--- config.mk ---
export PLATFORM = sky130hd
export DESIGN_NAME = tone_generator
export DESIGN_NICKNAME = d
export VERILOG_FILES = /design/src/rtl/tone_generator.sv
export SDC_FILE = /design/constraint.sdc
export NUM_CORES = 1
export LEC_CHECK = 0
export BUFFER_PORTS_ARGS = -buffer_cell sky130_fd_sc_hd__buf_2
export CORE_ASPECT_RATIO = 2
export CORE_MARGIN = 2
export CORE_UTILIZATION = 60
export CTS_CLUSTER_SIZE = 14
export DETAILED_ROUTE_END_ITERATION = 7
export GPL_ROUTABILITY_DRIVEN = 0
export PLACE_DENSITY = 0.9
export SYNTH_ARGS = -nofsm -noshare
export SYNTH_HDL_FRONTEND = slang
export SYNTH_SLANG_ARGS = --single-unit
--- constraint.sdc ---
create_clock -name clk -period 3.3 [get_ports clk]
set_input_delay 0.33 -clock clk [delete_from_list [all_inputs] [get_ports clk]]
set_output_delay 0.33 -clock clk [all_outputs]
set_load 0.05 [all_outputs]
--- src/rtl/tone_generator.sv ---
`default_nettype none
// ============================================================================
//  Module      : tone_generator
//  Description : Square-wave speaker driver. Converts a half-period divider
//                into a 50% duty tone; tone changes land on whole-period
//                boundaries, divider 0 is a rest, and note_strobe inserts a
//                silent gap so repeated notes are heard as separate notes.
//                Optional PWM volume control is enabled by defining the
//                macro TONE_GEN_VOLUME_EN.
//  Revision    : 1.0  initial release
// ============================================================================
module tone_generator #(
    parameter int DIV_WIDTH  = 16,
    parameter int GAP_CYCLES = 1000
`ifdef TONE_GEN_VOLUME_EN
    ,
    parameter int VOL_WIDTH  = 4
`endif
) (
    input  logic                 clk,
    input  logic                 rst_n,
    input  logic                 enable,
    input  logic [DIV_WIDTH-1:0] divider,
    input  logic                 note_strobe,
`ifdef TONE_GEN_VOLUME_EN
    input  logic [VOL_WIDTH-1:0] volume,
`endif
    output logic                 speaker,
    output logic                 period_tick,
    output logic                 playing
);

    // Gap counter holds GAP_CYCLES-1 down to 0; keep at least one bit so the
    // GAP_CYCLES==0 build still elaborates.
    localparam int c_gap_w = (GAP_CYCLES > 0) ? $clog2(GAP_CYCLES + 1) : 1;
    localparam logic [c_gap_w-1:0] c_gap_reload =
        c_gap_w'((GAP_CYCLES > 0) ? (GAP_CYCLES - 1) : 0);
    localparam logic c_gap_en = (GAP_CYCLES > 0);

    typedef enum logic [1:0] {
        ST_IDLE = 2'd0,
        ST_PLAY = 2'd1,
        ST_GAP  = 2'd2
    } state_t;

    state_t                state_q,      state_d;
    logic [DIV_WIDTH-1:0]  active_div_q, active_div_d;
    logic [DIV_WIDTH-1:0]  half_cnt_q,   half_cnt_d;
    logic [c_gap_w-1:0]    gap_cnt_q,    gap_cnt_d;
    logic                  phase_q,      phase_d;     // 1 = high half of period
    logic                  tick_q,       tick_d;
    logic                  speaker_q,    speaker_d;
    logic                  playing_q,    playing_d;
    logic                  w_start;                    // take the IDLE-entry path

`ifdef TONE_GEN_VOLUME_EN
    logic [VOL_WIDTH-1:0]  pwm_cnt_q;

    // Free-running PWM slot counter for volume gating.
    always_ff @(posedge clk) begin
        if (!rst_n) begin
            pwm_cnt_q <= '0;
        end else begin
            pwm_cnt_q <= pwm_cnt_q + VOL_WIDTH'(1);
        end
    end
`endif

    // Next-state logic: enable has top priority, then note_strobe, then counting.
    always_comb begin
        state_d      = state_q;
        active_div_d = active_div_q;
        half_cnt_d   = half_cnt_q;
        gap_cnt_d    = gap_cnt_q;
        phase_d      = phase_q;
        tick_d       = 1'b0;
        w_start      = 1'b0;

        if (!enable) begin
            state_d      = ST_IDLE;
            active_div_d = '0;
            half_cnt_d   = '0;
            gap_cnt_d    = '0;
            phase_d      = 1'b0;
        end else if (note_strobe) begin
            if (c_gap_en) begin
                state_d    = ST_GAP;
                gap_cnt_d  = c_gap_reload;
                half_cnt_d = '0;
                phase_d    = 1'b0;
            end else begin
                // Zero-length gap: only restart the phase.
                w_start = 1'b1;
            end
        end else begin
            case (state_q)
                ST_IDLE: begin
                    w_start = 1'b1;
                end
                ST_PLAY: begin
                    if (half_cnt_q != '0) begin
                        half_cnt_d = half_cnt_q - DIV_WIDTH'(1);
                    end else if (phase_q) begin
                        phase_d    = 1'b0;
                        half_cnt_d = active_div_q - DIV_WIDTH'(1);
                    end else begin
                        // Period boundary: the only point a new divider is taken.
                        w_start = 1'b1;
                    end
                end
                ST_GAP: begin
                    if (gap_cnt_q != '0) begin
                        gap_cnt_d = gap_cnt_q - c_gap_w'(1);
                    end else begin
                        w_start = 1'b1;
                    end
                end
                default: begin
                    state_d = ST_IDLE;
                end
            endcase
        end

        if (w_start) begin
            gap_cnt_d = '0;
            if (divider != '0) begin
                state_d      = ST_PLAY;
                active_div_d = divider;
                half_cnt_d   = divider - DIV_WIDTH'(1);
                phase_d      = 1'b1;
                tick_d       = 1'b1;
            end else begin
                state_d      = ST_IDLE;
                active_div_d = '0;
                half_cnt_d   = '0;
                phase_d      = 1'b0;
            end
        end

        playing_d = (state_d == ST_PLAY);
`ifdef TONE_GEN_VOLUME_EN
        speaker_d = phase_d & (pwm_cnt_q < volume);
`else
        speaker_d = phase_d;
`endif
    end

    // State, counters and all outputs are registered.
    always_ff @(posedge clk) begin
        if (!rst_n) begin
            state_q      <= ST_IDLE;
            active_div_q <= '0;
            half_cnt_q   <= '0;
            gap_cnt_q    <= '0;
            phase_q      <= 1'b0;
            tick_q       <= 1'b0;
            speaker_q    <= 1'b0;
            playing_q    <= 1'b0;
        end else begin
            state_q      <= state_d;
            active_div_q <= active_div_d;
            half_cnt_q   <= half_cnt_d;
            gap_cnt_q    <= gap_cnt_d;
            phase_q      <= phase_d;
            tick_q       <= tick_d;
            speaker_q    <= speaker_d;
            playing_q    <= playing_d;
        end
    end

    assign speaker     = speaker_q;
    assign period_tick = tick_q;
    assign playing     = playing_q;

endmodule
`default_nettype wire
**Word level (Yosys, flattened, before mapping)**

Cells that the tools add are included.

- Flip-flop bits (word level): 47
- Bits of input ports: 20

- Bitwise gates (word level): 2
- Add/subtract/negate cells: 4
- Equality and inequality tests: 7
- Multiplexer cells: 30
- Reductions and logical operators: 14

Operators by type and width:

| kind | count |
|---|---|
| 2-to-1 mux 16 bit | 10 |
| subtractor 16 x 1 -> 16 bit, second input constant | 3 |
| nonzero test 16 bit | 2 |
| 2-to-1 mux 10 bit | 3 |
| 2-to-1 mux 1 bit | 12 |
| AND reduction 2 bit | 5 |
| nonzero test 10 bit | 1 |
| subtractor 10 x 1 -> 10 bit, second input constant | 1 |
| 2-to-1 mux 2 bit | 4 |
| OR reduction 3 bit | 2 |
| inequality test 5 x 1 -> 1 bit, second input constant | 1 |
| equality test 2 x 1 -> 1 bit, second input constant | 2 |
| inequality test 4 x 1 -> 1 bit, second input constant | 1 |
| inequality test 4 bit, second input constant | 1 |
| nonzero test 2 bit | 2 |
| OR reduction 4 bit | 1 |
| case mux 1 bit (3 select lines) | 1 |
| equality test 2 bit, second input constant | 1 |
| zero test 2 bit | 1 |
| inequality test 2 x 1 -> 1 bit, second input constant | 1 |
| NOT 1 bit | 2 |

**Longest topological paths before layout**

- Depth after elaboration: 7
- Gate-level depth with buffers: 13
- Depth with buffers taken out: 10

**Least setup slack after synthesis**

No wires, ideal clock.

- Kind: register to register
- Start point: reg half_cnt_q[7]
- End point: reg half_cnt_q[6]
- Arrival time: 2619 ps
- Path slack: 561 ps
- Library setup time: 121 ps
- Path buffers: 3
- Clock period less this slack: 2739 ps
- Stages on the path, launching flop included: 14
- Path through: dfxtp_1 > buf_2 > nor4_4 > nand4_1 > clkbuf_1 > nor2_1 > buf_2 > a21oi_1 > ha_1 > nand2_1 > a211oi_1 > mux2_2 > o2111ai_1 > a21oi_1

- Longest elaborated chain between the ends: 7
- Elaborated cells on any way between the ends: 13

RTL lines:

| what | RTL line | source |
|---|---|---|
| from (decl) | 48 | `logic [DIV_WIDTH-1:0] half_cnt_q, half_cnt_d;` |
| from (signal assigned) | 162 | `half_cnt_q <= half_cnt_d;` |
| nonzero test 16 bit * | 101 | `if (half_cnt_q != '0) begin` |
| 2-to-1 mux 1 bit | 101 |  |
| case mux 1 bit (3 select lines) | 96 | `case (state_q)` |
| 2-to-1 mux 1 bit | 85 | `end else if (note_strobe) begin` |
| 2-to-1 mux 1 bit | 79 | `if (!enable) begin` |
| inequality test 5 x 1 -> 1 bit (no line) or inequality test 4 x 1 -> 1 bit (tied branches) | -- |  |
| AND reduction 2 bit (no line) | -- |  |

Mark *: on every way between the ends. The rest lies on a longest branch, timed or not. The select of a mux whose other input is x is not followed.
A chain may end at the register's enable or synchronous reset.

**Worst setup path after layout**

- Start point: reg half_cnt_q[3]
- End point: reg half_cnt_q[10]

- Longest elaborated chain between the ends: 7
- Elaborated cells on any way between the ends: 14

RTL lines:

| what |
|---|
| branches (longest 7 deep; another with subtractor 16 x 1 -> 16 bit) |

Parallel ways; which one is timed is not known. The select of a mux whose other input is x is not followed.

==> flow_summary.html <==
<table>
<tr><th>Metric</th><th>Value</th></tr>
<tr><th colspan="2">Drt</th></tr>
<tr><td>Vias per inst</td><td>7.11</td></tr>
<tr><td>Total Routed Length</td><td>9260 um</td></tr>
<tr><td>Vias post-DR</td><td>3099</td></tr>
<tr><td>Routed wirelength normalized by instance count</td><td>21.2 um</td></tr>
<tr><td>First-pass iteration count of the detailed router</td><td>6</td></tr>
<tr><td>Final ANT Viol Nets</td><td>0</td></tr>
<tr><td>Number of DRC markers in iteration 0</td><td>180</td></tr>
<tr><td>Remaining DRCs</td><td>0</td></tr>
<tr><th colspan="2">Synth</th></tr>
<tr><td>Leading area contributor after synthesis</td><td>sky130_fd_sc_hd__dfxtp_1</td></tr>
<tr><td>Sequential cell area fraction in the yosys report</td><td>0.317</td></tr>
<tr><td>Cell Area, Synth</td><td>2970 sq um</td></tr>
<tr><td>Post-synthesis mux area share</td><td>0.00717</td></tr>
<tr><td>Synth cell types</td><td>62</td></tr>
<tr><td>Simple-gate share of the synthesized area</td><td>0.233</td></tr>
<tr><td>Synth Warn #</td><td>0</td></tr>
<tr><td>Synth Area in Compound Gates</td><td>0.310</td></tr>
<tr><td>Adder and majority cell fraction of the synthesized area</td><td>0.0169</td></tr>
<tr><td>Parity-gate share of the synthesized area counting xor and xnor cells</td><td>0.0797</td></tr>
<tr><td>Async S/R FF share, synth</td><td>0</td></tr>
<tr><td>Dominant register cell in the synthesized netlist</td><td>sky130_fd_sc_hd__dfxtp_1</td></tr>
<tr><td>Number of synthesized flops with an enable pin</td><td>0</td></tr>
<tr><td>Yosys top cell area share</td><td>0.317</td></tr>
<tr><td>Number of synthesized register bits</td><td>47</td></tr>
<tr><td>Syn nets</td><td>382</td></tr>
<tr><td>Main combinational cell family by area after synthesis</td><td>compound AO/OA/AOI/OAI gates</td></tr>
<tr><td>Syn Inst Count</td><td>358</td></tr>
<tr><td>Syn_area_per_cell</td><td>8.29 sq um</td></tr>
<tr><td>Biggest area contributors in the synthesized netlist</td><td>sky130_fd_sc_hd__dfxtp_1, sky130_fd_sc_hd__a22o_1, sky130_fd_sc_hd__nor2_1, sky130_fd_sc_hd__a21oi_1, sky130_fd_sc_hd__xor2_1</td></tr>
<tr><th colspan="2">Power and ir drop</th></tr>
<tr><td>Peak VDD IR</td><td>0.000438 V</td></tr>
<tr><td>Net load switching power</td><td>526 uW</td></tr>
<tr><td>Total power density per cell area</td><td>446 nW/um^2</td></tr>
<tr><td>Power share of the sequential group</td><td>0.434</td></tr>
<tr><td>Relative contribution of the clock network to total power</td><td>0.267</td></tr>
<tr><td>Static leakage</td><td>1.23 nW</td></tr>
<tr><td>Combinational fraction of design power</td><td>0.299</td></tr>
<tr><td>Internal cell power</td><td>913 uW</td></tr>
<tr><td>Net switching fraction of the power</td><td>0.366</td></tr>
<tr><th colspan="2">Clock tree</th></tr>
<tr><td>Clock-pin slew on the worst setup and hold paths</td><td>0.11 ns</td></tr>
<tr><td># resized after CTS</td><td>0</td></tr>
<tr><td>Count of hold buffers inserted by post-cts repair</td><td>0</td></tr>
<tr><td>TritonCTS clock tree</td><td>done</td></tr>
<tr><td>Root buffer cell</td><td>sky130_fd_sc_hd__clkbuf_8</td></tr>
<tr><td>Number of clock sinks</td><td>47</td></tr>
<tr><td>Buffers inserted by post-CTS timing repair</td><td>0</td></tr>
<tr><td>TritonCTS buffer count</td><td>5</td></tr>
<tr><td>Clk_lat worst skew</td><td>0.33 ns</td></tr>
<tr><td>Longest Clk Path Bufs</td><td>2</td></tr>
<tr><td>Number of levels the H-tree was split into</td><td>2</td></tr>
<tr><th colspan="2">Cells and area</th></tr>
<tr><td>Layout area overhead</td><td>8.86%</td></tr>
<tr><td>Fraction of layout instances using a drive strength above 1</td><td>0.150</td></tr>
<tr><td>Antenna diode instance count</td><td>0</td></tr>
<tr><td>Final Instance Count excl. Fillers</td><td>436</td></tr>
<tr><td>Net count, final</td><td>402</td></tr>
<tr><td>Filler cell count in the final layout</td><td>395</td></tr>
<tr><td>Fin area</td><td>3230 sq um</td></tr>
<tr><th colspan="2">Setup path</th></tr>
<tr><td>Worst setup path category</td><td>reg2reg</td></tr>
<tr><td>Crit end category</td><td>flop</td></tr>
<tr><td>Arrival time of the worst setup path</td><td>3.17 ns</td></tr>
<tr><td>Crit path required time</td><td>3.54 ns</td></tr>
<tr><td>Kind of start point of the critical path</td><td>flop</td></tr>
<tr><td>Worst-path maximum fanout</td><td>9</td></tr>
<tr><td>Worst-case register-to-register setup slack</td><td>0.37 ns</td></tr>
<tr><td>Worst r2r dst</td><td>half_cnt_q[10]</td></tr>
<tr><td>FF-to-FF Start</td><td>half_cnt_q[3]</td></tr>
<tr><td>Critical Path End</td><td>half_cnt_q[10]</td></tr>
<tr><td>Start point of the critical path</td><td>half_cnt_q[3]</td></tr>
<tr><td>Path depth of the worst reg2reg path</td><td>9</td></tr>
<tr><th colspan="2">Timing</th></tr>
<tr><td>Final Critical Period</td><td>2.93 ns</td></tr>
<tr><td>Worst rel slew slack</td><td>0.282</td></tr>
<tr><td>Part of the cycle the worst path needs</td><td>0.888</td></tr>
<tr><td>Number of pins with negative max-slew slack in the final report</td><td>0</td></tr>
<tr><td>Final Hold Slack</td><td>0.244 ns</td></tr>
<tr><td>Post-route clock skew</td><td>0.0159 ns</td></tr>
<tr><td>Peak Freq</td><td>341 MHz</td></tr>
<tr><td>Total setup violations reported at the end of the flow</td><td>0</td></tr>
<tr><td>Sum Neg Setup Slack</td><td>0 ns</td></tr>
<tr><td>RSZ-0062 raised after global routing</td><td>no</td></tr>
<tr><td>Measured slew at the worst slew-check pin</td><td>1.07 ns</td></tr>
<tr><td>Final hold viol count</td><td>0</td></tr>
<tr><th colspan="2">Floorplan</th></tr>
<tr><td>Ports placed on the boundary</td><td>23</td></tr>
<tr><td>Overall die height</td><td>103 um</td></tr>
<tr><td>Die Outline Area</td><td>5560 sq um</td></tr>
<tr><td>Initial Util</td><td>0.616</td></tr>
<tr><td>Row count</td><td>36</td></tr>
<tr><td>Die Span X</td><td>53.7 um</td></tr>
<tr><td>Core region area</td><td>4820 sq um</td></tr>
<tr><th colspan="2">Placement</th></tr>
<tr><td>Placed instance count</td><td>428</td></tr>
<tr><td>Port bufs</td><td>22</td></tr>
<tr><td>HPWL reported at the end of detailed placement</td><td>6830 um</td></tr>
<tr><td>Placed cell area</td><td>3140 sq um</td></tr>
<tr><th colspan="2">Global route</th></tr>
<tr><td>Pin count of the biggest net entering global routing</td><td>24</td></tr>
<tr><td>Number of antenna violations at the first check in global routing</td><td>0</td></tr>
<tr><td>First-pass GRT wire length</td><td>14800 um</td></tr>
<tr><td>Aggregate global-route resource usage</td><td>0.374</td></tr>
<tr><td>Global route total overflow</td><td>0</td></tr>
<tr><td>Number of global-route vias before repair</td><td>3044</td></tr>
<tr><th colspan="2">Status</th></tr>
<tr><td>Status</td><td>finished, final reports clean</td></tr>
<tr><th colspan="2">Run</th></tr>
<tr><td>Number of maximum-capacitance violations</td><td>0</td></tr>
<tr><th colspan="2">Min path</th></tr>
<tr><td>Class of the tightest hold or removal check</td><td>in2reg</td></tr>
<tr><td>Hold Path Origin</td><td>divider[5]</td></tr>
</table>
[cell usage in the layout (no fill, tap or decap), drive strengths merged, types with 5 or more instances in the layout]
cell type / n
o21a: 10
a22o: 15
a21oi: 25
nand2: 21
xor2: 14
xnor2: 13
dfxtp: 47
a22oi: 7
nand3: 5
a31oi: 7
or3: 12
nand4: 5
nor3: 18
nor4: 9
o21ai: 22
nor2: 35
clkbuf: 5
o22ai: 5
inv: 10
buf: 31
[metal layers]
| layer | wire length, um | up-vias | share of wire | global-route usage |
|---|---|---|---|---|
| li1 | - | 1407 | - | - |
| met1 | 2960 | 1434 | 0.32 | 0.352 |
| met2 | 4670 | 175 | 0.50 | 0.623 |
| met3 | 607 | 83 | 0.066 | 0.0963 |
| met4 | 1030 | 0 | 0.11 | 0.349 |
| met5 | 0 | - | 0 | 0 |
[registers in the layout, summed over array words and instances (netlist names)]
| register | flops |
|---|---|
| gap_cnt_q | 10 |
| playing | 1 |
| active_div_q | 16 |
| half_cnt_q | 16 |
| period_tick | 1 |
| state_q | 2 |
| speaker | 1 |
[cells in the mapped netlist (4+ instances only)]
cell	number
sky130_fd_sc_hd__a22oi_1	7
sky130_fd_sc_hd__a22o_1	15
sky130_fd_sc_hd__nor4_1	7
sky130_fd_sc_hd__o22ai_1	5
sky130_fd_sc_hd__nor2_1	34
sky130_fd_sc_hd__clkbuf_1	9
sky130_fd_sc_hd__inv_1	8
sky130_fd_sc_hd__ha_1	4
sky130_fd_sc_hd__xnor2_1	13
sky130_fd_sc_hd__nand4_1	5
sky130_fd_sc_hd__xor2_1	14
sky130_fd_sc_hd__o21ai_0	22
sky130_fd_sc_hd__nor3_1	16
sky130_fd_sc_hd__nor3b_1	4
sky130_fd_sc_hd__o2111ai_1	4
sky130_fd_sc_hd__nand2_1	21
sky130_fd_sc_hd__buf_2	8
sky130_fd_sc_hd__o21a_1	10
sky130_fd_sc_hd__a21oi_1	25
sky130_fd_sc_hd__a31oi_1	7
sky130_fd_sc_hd__nand3_1	5
sky130_fd_sc_hd__dfxtp_1	47
sky130_fd_sc_hd__or3_1	12
[cells by family (layout without fill, tap and decap cells)]
family	Yosys count	count (layout)
compound gates	125	125
xor+xnor	27	27
fa+ha+maj	4	4
mux	2	2
buf+inv	26	47
simple gates	127	127
flops	47	47
[power groups by stage]
stage | combinational, mW | clock (mW) | sequential (mW)
after floorplan | 0.306 | 0 | 0.630
after detailed placement | 0.416 | 0 | 0.635
after CTS | 0.418 | 0.384 | 0.622
after global routing | 0.467 | 0.400 | 0.627
final | 0.431 | 0.385 | 0.624
after global placement | 0.407 | 0 | 0.634
[critical path, stage by stage (launching register included)]
cell,delay [ns]
sky130_fd_sc_hd__dfxtp_1,0.47
sky130_fd_sc_hd__or3_1,0.39
sky130_fd_sc_hd__nor2_1,0.19
sky130_fd_sc_hd__a21oi_1,0.23
sky130_fd_sc_hd__ha_1,0.29
sky130_fd_sc_hd__nand2_1,0.14
sky130_fd_sc_hd__a2111oi_2,0.53
sky130_fd_sc_hd__nand2_1,0.14
sky130_fd_sc_hd__xnor2_1,0.16
sky130_fd_sc_hd__o32ai_1,0.28
[through the flow]
step	util	setup slack (ns)	power, mW
after floorplan	-	0.561	0.936
after global placement	0.651	0.534	1.04
after detailed placement	0.651	0.481	1.05
after CTS	0.670	0.444	1.42
after global routing	0.670	0.107	1.49
final	0.670	0.370	1.44
[worst min path at each step]
stage | to | slack, ns | cells past startpoint
after floorplan | active_div_q[12] | 0.46 | 1
after global placement | active_div_q[15] | 0.48 | 2
after detailed placement | active_div_q[15] | 0.49 | 2
after CTS | active_div_q[0] | 0.24 | 2
after global routing | active_div_q[5] | 0.24 | 2
final | active_div_q[5] | 0.24 | 2
[layout make-up]
class	instances	area, sq um	share of cell area
Clock inverter	3	22.5	0.00697
Multi-Input combinational cell	285	1920	0.594
Sequential cell	47	941	0.291
Inverter	8	30.0	0.00930
Clock buffer	5	68.8	0.0213
Tap cell	57	71.3	0.0221
Timing Repair Buffer	31	178	0.0550
No activity file was read; power rests on OpenSTA's default activity.
